**src/rtl/seq_stream_ctrl.sv**
```systemverilog
// Stimulus sequencer for the serial sequence detector: latches a word and streams it MSB-first
// with a divided step clock, counting detector matches sampled once per bit.
module seq_stream_ctrl #(
  parameter int P_WORD_W = 16,
  parameter int P_LEN_W  = 5,
  parameter int P_HALF   = 25_000_000,
  parameter int P_CNT_W  = 8
) (
  input  logic                clk,
  input  logic                rst_n,
  input  logic                start,
  input  logic                abort,
  input  logic [P_WORD_W-1:0] word_in,
  input  logic [P_LEN_W-1:0]  len_in,
  input  logic                det_equal,
  output logic                seq_out,
  output logic                seq_clk,
  output logic                busy,
  output logic                done,
  output logic [P_CNT_W-1:0]  match_cnt
);

  localparam int                 LP_HC_W      = (P_HALF > 1) ? $clog2(P_HALF) : 1;
  localparam logic [LP_HC_W-1:0] LP_HALF_LAST = LP_HC_W'(P_HALF - 1);
  localparam logic [P_LEN_W-1:0] LP_MAX_LEN   = P_LEN_W'(P_WORD_W);

  typedef enum logic [1:0] {
    S_IDLE,
    S_LOAD,
    S_SHIFT,
    S_DONE
  } state_t;

  state_t                r_state;
  logic [P_WORD_W-1:0]   r_shift;
  logic [P_LEN_W-1:0]    r_len;
  logic [P_LEN_W-1:0]    r_bits_left;
  logic [LP_HC_W-1:0]    r_half_cnt;
  logic                  r_seq_out;
  logic                  r_seq_clk;
  logic                  r_busy;
  logic                  r_done;
  logic [P_CNT_W-1:0]    r_match_cnt;

  logic [P_LEN_W-1:0]    w_len;
  logic [P_WORD_W-1:0]   w_aligned;
  logic                  w_abort_act;

  always_comb begin
    w_len = len_in;
    if (len_in == '0 || len_in > LP_MAX_LEN) w_len = LP_MAX_LEN;
  end

  // Left-align the word so the next bit to send is always the shadow register MSB.
  assign w_aligned   = word_in << (LP_MAX_LEN - w_len);
  assign w_abort_act = abort && (r_state == S_LOAD || r_state == S_SHIFT);

  always_ff @(posedge clk or negedge rst_n) begin
    if (!rst_n) begin
      r_state     <= S_IDLE;
      r_shift     <= '0;
      r_len       <= '0;
      r_bits_left <= '0;
      r_half_cnt  <= '0;
      r_seq_out   <= 1'b0;
      r_seq_clk   <= 1'b0;
      r_busy      <= 1'b0;
      r_done      <= 1'b0;
      r_match_cnt <= '0;
    end else begin
      r_done <= 1'b0;
      if (w_abort_act) begin
        r_state    <= S_IDLE;
        r_seq_clk  <= 1'b0;
        r_busy     <= 1'b0;
        r_half_cnt <= '0;
      end else begin
        unique case (r_state)
          S_IDLE: begin
            if (start && !abort) begin
              r_shift     <= w_aligned;
              r_len       <= w_len;
              r_match_cnt <= '0;
              r_busy      <= 1'b1;
              r_state     <= S_LOAD;
            end
          end
          S_LOAD: begin
            r_seq_out   <= r_shift[P_WORD_W-1];
            r_shift     <= r_shift << 1;
            r_bits_left <= r_len;
            r_seq_clk   <= 1'b0;
            r_half_cnt  <= '0;
            r_state     <= S_SHIFT;
          end
          S_SHIFT: begin
            if (r_half_cnt == LP_HALF_LAST) begin
              r_half_cnt <= '0;
              r_seq_clk  <= ~r_seq_clk;
              if (!r_seq_clk) begin
                // Rising step: det_equal still reflects the detector's pre-edge state.
                if (det_equal && r_match_cnt != '1) r_match_cnt <= r_match_cnt + 1'b1;
              end else begin
                r_bits_left <= r_bits_left - 1'b1;
                if (r_bits_left == P_LEN_W'(1)) begin
                  r_state <= S_DONE;
                  r_done  <= 1'b1;
                  r_busy  <= 1'b0;
                end else begin
                  r_seq_out <= r_shift[P_WORD_W-1];
                  r_shift   <= r_shift << 1;
                end
              end
            end else begin
              r_half_cnt <= r_half_cnt + 1'b1;
            end
          end
          S_DONE: begin
            r_state <= S_IDLE;
          end
          default: begin
            r_state <= S_IDLE;
          end
        endcase
      end
    end
  end

  assign seq_out   = r_seq_out;
  assign seq_clk   = r_seq_clk;
  assign busy      = r_busy;
  assign done      = r_done;
  assign match_cnt = r_match_cnt;

endmodule
```
**config.mk**
```make
export PLATFORM = sky130hd
export DESIGN_NAME = seq_stream_ctrl
export DESIGN_NICKNAME = d
export VERILOG_FILES = /design/src/rtl/seq_stream_ctrl.sv
export SDC_FILE = /design/constraint.sdc
export NUM_CORES = 1
export LEC_CHECK = 0
export BUFFER_PORTS_ARGS = -buffer_cell sky130_fd_sc_hd__buf_2
export CORE_ASPECT_RATIO = 0.75
export CORE_MARGIN = 4
export CORE_UTILIZATION = 60
export DETAILED_ROUTE_END_ITERATION = 16
export GPL_TIMING_DRIVEN = 0
export PLACE_DENSITY = 0.78
export SYNTH_ARGS = -nofsm -noshare
export SYNTH_HDL_FRONTEND = slang
export SYNTH_SLANG_ARGS = --single-unit
```
**constraint.sdc**
```tcl
create_clock -name clk -period 3.2 [get_ports clk]
set_input_delay 0.64 -clock clk [delete_from_list [all_inputs] [get_ports clk]]
set_output_delay 0.64 -clock clk [all_outputs]
set_load 0.1 [all_outputs]
```
==> results.ini, run 1 <==
[worst_setup_path]
critPathBufInv=3
crit_required_ps=3430
cp_max_fo=6
regToRegStartpoint=r_state[1]$_DFFE_PN0P_
crit_path_end=r_shift[9]$_DFFE_PN0P_
crit_slowest_cell=or4_4
worst_setup_path_end_kind=flip-flop
slowest_delay_ps=550
cp-start-kind=primary input
crit_start=len_in[3]
cp_num_cells=11
crit_chain=buf_8 -> or4_4 -> ha_4 -> nor2b_4 -> buf_6 -> inv_12 -> ha_4 -> mux4_2 -> mux2_4 -> a221o_1 -> mux2_4
path_delay_family=multiplexers
crit_type=primary input to flip-flop
worst_r2r_path_depth=9
r2r_slack_ps=310
crit_arrival_ps=3580
reg2reg_to=r_shift[4]$_DFFE_PN0P_

[synth]
synth-async-reset-ratio_pct=100
synth_top_area_cell=dfrtp_1
synthSimpleGateAreaFrac_pct=20.3
synth_seq_cells=65
synth_compound_area_share_pct=15.9
ys_warn_count=0
netlist.area_leader.share_pct=38.0
syn_area_um2=4280
synth_ff_type=dfrtp_1
synth_area_per_cell_um2=9.66
synth-edff-count=0
ys_types=66
synth.area.mux_share_pct=14.0
synth_top_family_by_area=simple AND/OR/NAND/NOR gates
synthXorXnorAreaFrac_pct=4.71
yosysSeqAreaShare_pct=38.0
synthAdderAreaFrac_pct=2.92
yosys-top-cells-area=dfrtp_1 38%, mux4_2 5.8%, mux2_2 3.7%, mux2i_1 3.5%, xor2_1 3.5%
synth_cells=443
syn_nets=479

[layout]
antenna_cells=0
fin_util_pct=74.7
ff_latch_area_um2=1630
drive_gt1_share_pct=24.1
multi_input_area_um2=2620
syn_to_final_growth_pct=19.8
fillers=508
nNetsFinal=538

[cts]
cts_sinks=65
ctsRootBufferMaster=clkbuf_8
clockBufferDepth=2
cts.clk_slew.worst_paths_ps=70
cts_tree=done
cts_made_buffers=9
worstSkewPairLatency_ps=340
htree_levels=3

[power_and_ir_drop]
ir_worst_vdd_mv=0.625
p_leak_nw=2.29
p_comb_share_pct=51.6
p_int_mw=2.22
p_seq_share_pct=29.7
p_sw_share_pct=44.3
power_switching_mw=1.77
p_per_area_nw_per_um2=777
clkPwrFrac_pct=18.7

[route]
num_vias=3829
drcViolationCount=0
drtIter0Drc=313
routed_wl_mm=11.0
wire_per_inst_um=18.2
dr.pass1.iters=5
via_per_inst=6.34
antenna_left=0

[global_route]
grt_remaining_overflow=0
grt_pass1_vias=3507
grt_max_degree=66
grt_pass1_wl_mm=17.3
grtUsageTotal_pct=25.7
antenna_found_initial=0

[hold_path]
min_path_type=primary input to asynchronous set/reset pin

[sta]
setup-tns-final_ps=-209
fmax_mhz=299
setup_viol=3
maxSlewViolCount=0
post-route-period-util_pct=105
worstMarginPinSlew_ps=944
period_needed_ps=3350
skew_ps=6.16
final.setup.worst_slack_ps=-148
hold_violations=0
slew_headroom_pct=36.9
rsz0062_at_grt=yes

[floorplan]
dieArea_um2=8560
die_w_um=106
die_y_um=81.1
rows=26
num_io_pins=38
start_util_pct=62.3
core_area_um2=6860

[placement]
portBuffers=36
gp_congestion=0.881
hpwl_mm=7.44

[run]
maxCapViolations=0

[run_status]
violations=negative setup slack
status=finished with violations

==> cell type report <==
cell class	count	area share [%]
multi-input combinational	337	51.2
sequential	65	31.7
timing repair buffer	50	5.93
clock buffer	13	3.49
buffer	22	3.08
tap	98	2.39
inverter	17	1.49
clock inverter	2	0.684
==> through the flow <==
stage	area, µm²	power [mW]	hold WS [ps]	cells	setup slack, ps
2_1_floorplan	4380	2.59	344	443	-393
3_3_place_gp	4680	3.00	477	577	-732
3_5_place_dp	4690	3.05	487	577	-751
4_1_cts	5060	3.88	415	603	-133
5_1_grt	5120	4.21	450	604	-193
6_report	5120	3.98	383	604	-148
==> metal layers <==
metal  GRT usage [%]  vias to the layer above  wire length, µm
li1                -                     1779                -
met4            5.69                        0              155
met3            8.74                       23             1120
met1            37.7                     1838             4930
met2            36.9                      189             4820
met5               0                        -                0
==> worst reg2reg max path: stages (launching register included) <==
cell	delay, ps
dfrtp_1	410
inv_1	120
ha_1	230
clkbuf_1	270
and2_1	290
nor3_2	520
and2_1	230
buf_4	210
buf_8	170
mux2_1	320
==> cell usage after synthesis (all sizes together), types with 3 or more instances <==
library cell	instances
a211o	9
a211oi	3
a21boi	5
a21oi	19
a22oi	5
a31oi	4
a32o	3
and2	8
and3	11
and4	4
buf	6
clkbuf	18
dfrtp	65
ha	10
inv	16
mux2	18
mux2i	15
mux4	11
nand2	39
nand2b	10
nand3	17
nand4	14
nor2	31
nor3	12
nor4	3
o21ai	17
o221ai	5
o2bb2ai	4
o31ai	3
or3	4
xnor2	6
xor2	17
==> worst min path at each step <==
stage | startpoint | end | slack [ps] | depth (start not counted)
final | rst_n | match_cnt[7]$_DFFE_PN0P_ | 380 | 1
after CTS | rst_n | match_cnt[7]$_DFFE_PN0P_ | 410 | 1
after global placement | r_shift[2]$_DFFE_PN0P_ | r_shift[2]$_DFFE_PN0P_ | 480 | 1
after detailed placement | r_shift[15]$_DFFE_PN0P_ | r_shift[15]$_DFFE_PN0P_ | 490 | 1
after floorplan | rst_n | busy$_DFFE_PN0P_ | 340 | 0
after global routing | rst_n | match_cnt[5]$_DFFE_PN0P_ | 450 | 1
==> state kept, by name, indices dropped and copies added, names as in the netlist, 2 cells and up <==
name         count
r_len            5
r_shift         16
match_cnt        8
r_half_cnt      25
r_bits_left      5
r_state          2
==> power groups by stage <==
stage	Sequential, mW	Clock [mW]	Combinational [mW]
floorplan	1.37	0	1.22
global placement	1.18	0	1.82
detailed placement	1.18	0	1.87
CTS	1.17	0.755	1.95
global route	1.21	0.802	2.20
finish	1.18	0.744	2.05
==> placed cells by master, fill, tap and decap left out, drive strengths merged, types with 8 or more instances in the layout <==
cell type and count:
dfrtp 65, buf 56, nand2 39, nor2 31, clkbuf 29, a21oi 19, mux2 18, nand3 17
xor2 17, o21ai 17, inv 16, mux2i 15, nand4 14, nor3 12, and3 11, mux4 11
nand2b 10, ha 10, a211o 9, and2 8
==> repair_timing <==
action | in CTS | in global routing
hold buffers | 0 | 0
pin swaps | 6 | 11
gates resized for setup | 20 | 12
setup endpoints to repair | 16 | 15
buffers inserted | 12 | 2
==> logic make-up after synthesis <==
logic type      count (synthesis)
simple gates                  166
buf+inv                        41
fa+ha+maj                      10
compound gates                 94
flops                          65
xor+xnor                       23
mux                            44
Power figures use the tool's default switching activity.
==> run 2, diff against run 1 <==
- CTS_BUF_LIST: unset -> sky130_fd_sc_hd__clkbuf_8
- SKIP_CTS_REPAIR_TIMING: unset -> 1
==> results.ini, run 2 (synthesis results as in run 1) <==
[global_route]
use_met2_pct=35.8
antenna_found_initial=0
grt.busiest_layer=met1
grt_max_degree=66
met3_usage_pct=7.15
grt_remaining_overflow=0
grt_pass1_vias=3431
met1_usage_pct=38.0
grt_pass1_wl_mm=16.9
grtUsageTotal_pct=25.1

[layout]
top_register=r_half_cnt
final_cell_mix=65 x dfrtp_1, 39 x nand2_1, 33 x buf_2, 31 x nor2_1
antenna_cells=0
fin_cells=607
final_common_cell=dfrtp_1
syn_to_final_growth_pct=19.9
largest_reg_flops=25
nNetsFinal=541
fin_util_pct=74.8
drive_gt1_share_pct=24.6

[cts]
htree_levels=3
ctsRootBufferMaster=clkbuf_8
cts_sinks=65
clockBufferDepth=2
cts_made_buffers=9
cts_tree=done
worstSkewPairLatency_ps=350
cts.clk_slew.worst_paths_ps=70

[route]
routed_wl_mm=10.8
drcViolationCount=0
wire_per_inst_um=17.9
via_per_inst=6.34
drtIter0Drc=331
antenna_left=0
num_vias=3850
dr.pass1.iters=6

[run]
maxCapViolations=0

[power_and_ir_drop]
p_leak_nw=2.30
power_switching_mw=1.77
p_comb_share_pct=51.6
clkPwrFrac_pct=18.8
p_seq_share_pct=29.7
p_int_mw=2.22
ir_worst_vdd_mv=0.628
p_sw_share_pct=44.4
p_per_area_nw_per_um2=778

[worst_setup_path]
cp-start-kind=primary input
crit_arrival_ps=3660
crit_type=primary input to flip-flop
worst_setup_path_end_kind=flip-flop
cp_max_fo=8
crit_required_ps=3430

[placement]
portBuffers=36
post-place-cells=577
hpwl_mm=7.44
gp_congestion=0.881

[sta]
post-route-period-util_pct=107
fmax_mhz=292
worstMarginPinSlew_ps=970
hold_violations=0
skew_ps=9.23
final.setup.worst_slack_ps=-230
period_needed_ps=3430
setup_viol=9
rsz0062_at_grt=yes
maxSlewViolCount=0
slew_headroom_pct=35.1

[floorplan]
rows=26
core_area_um2=6860
num_io_pins=38
start_util_pct=62.3
dieArea_um2=8560
die_w_um=106
die_y_um=81.1

[run_status]
status=finished with violations
violations=negative setup slack

[hold_path]
min_path_type=primary input to asynchronous set/reset pin

==> run 2: worst paths after layout <==
path                                         from                        to  slack, ps  depth (start not counted)
setup / recovery                        len_in[0]    r_shift[9]$_DFFE_PN0P_       -230                         11
hold / removal                              rst_n  match_cnt[7]$_DFFE_PN0P_        370                          1
setup reg to reg           r_state[0]$_DFFE_PN0P_    r_shift[4]$_DFFE_PN0P_        320                          9
hold reg to reg            r_shift[2]$_DFFE_PN0P_    r_shift[2]$_DFFE_PN0P_        500                          1
max in group asynchronous                   rst_n  match_cnt[3]$_DFFE_PN0P_       2290                          1
min in group clk           r_shift[2]$_DFFE_PN0P_    r_shift[2]$_DFFE_PN0P_        500                          1
==> run 2: through the flow <==
step / instance area (µm²) / setup TNS [ps] / hold slack (ps) / total power, mW / worst slack, ps
6_report: 5130 / -879 / 371 / 3.99 / -230
5_1_grt: 5130 / -1730 / 449 / 4.21 / -297
4_1_cts: 4900 / -4490 / 415 / 3.81 / -390
3_5_place_dp: 4690 / -10140 / 487 / 3.05 / -751
3_3_place_gp: 4680 / -9240 / 477 / 3.00 / -732
2_1_floorplan: 4380 / -2150 / 344 / 2.59 / -393
==> run 2: critical path, stage by stage <==
cell and delay [ps]:
buf_12 100, or4_4 550, ha_4 300, nor2b_2 130, buf_6 140, clkinv_8 70
ha_4 340, mux4_2 530, mux2_4 290, a221o_1 320, mux2_4 260
==> run 2: routing by layer <==
metal	wire length, µm	up-vias
met3	1070	33
met2	4660	192
met1	4940	1846
met4	169	0
li1	-	1779
met5	0	-
==> run 2: final cells by class <==
cell class	instances	area (µm²)
multi-input cells	337	2610
fillers	501	1730
flip-flops and latches	65	1630
repair buffers	53	330
clock buffers	13	179
plain buffers	22	154
well taps	98	123
inverters	17	76.3
clock inverters	2	35.0
==> run 2: power by group through the flow <==
stage | clock [mW] | sequential [mW] | combinational (mW)
2_1_floorplan | 0 | 1.37 | 1.22
5_1_grt | 0.803 | 1.20 | 2.21
3_3_place_gp | 0 | 1.18 | 1.82
3_5_place_dp | 0 | 1.18 | 1.87
4_1_cts | 0.755 | 1.17 | 1.88
6_report | 0.750 | 1.18 | 2.06
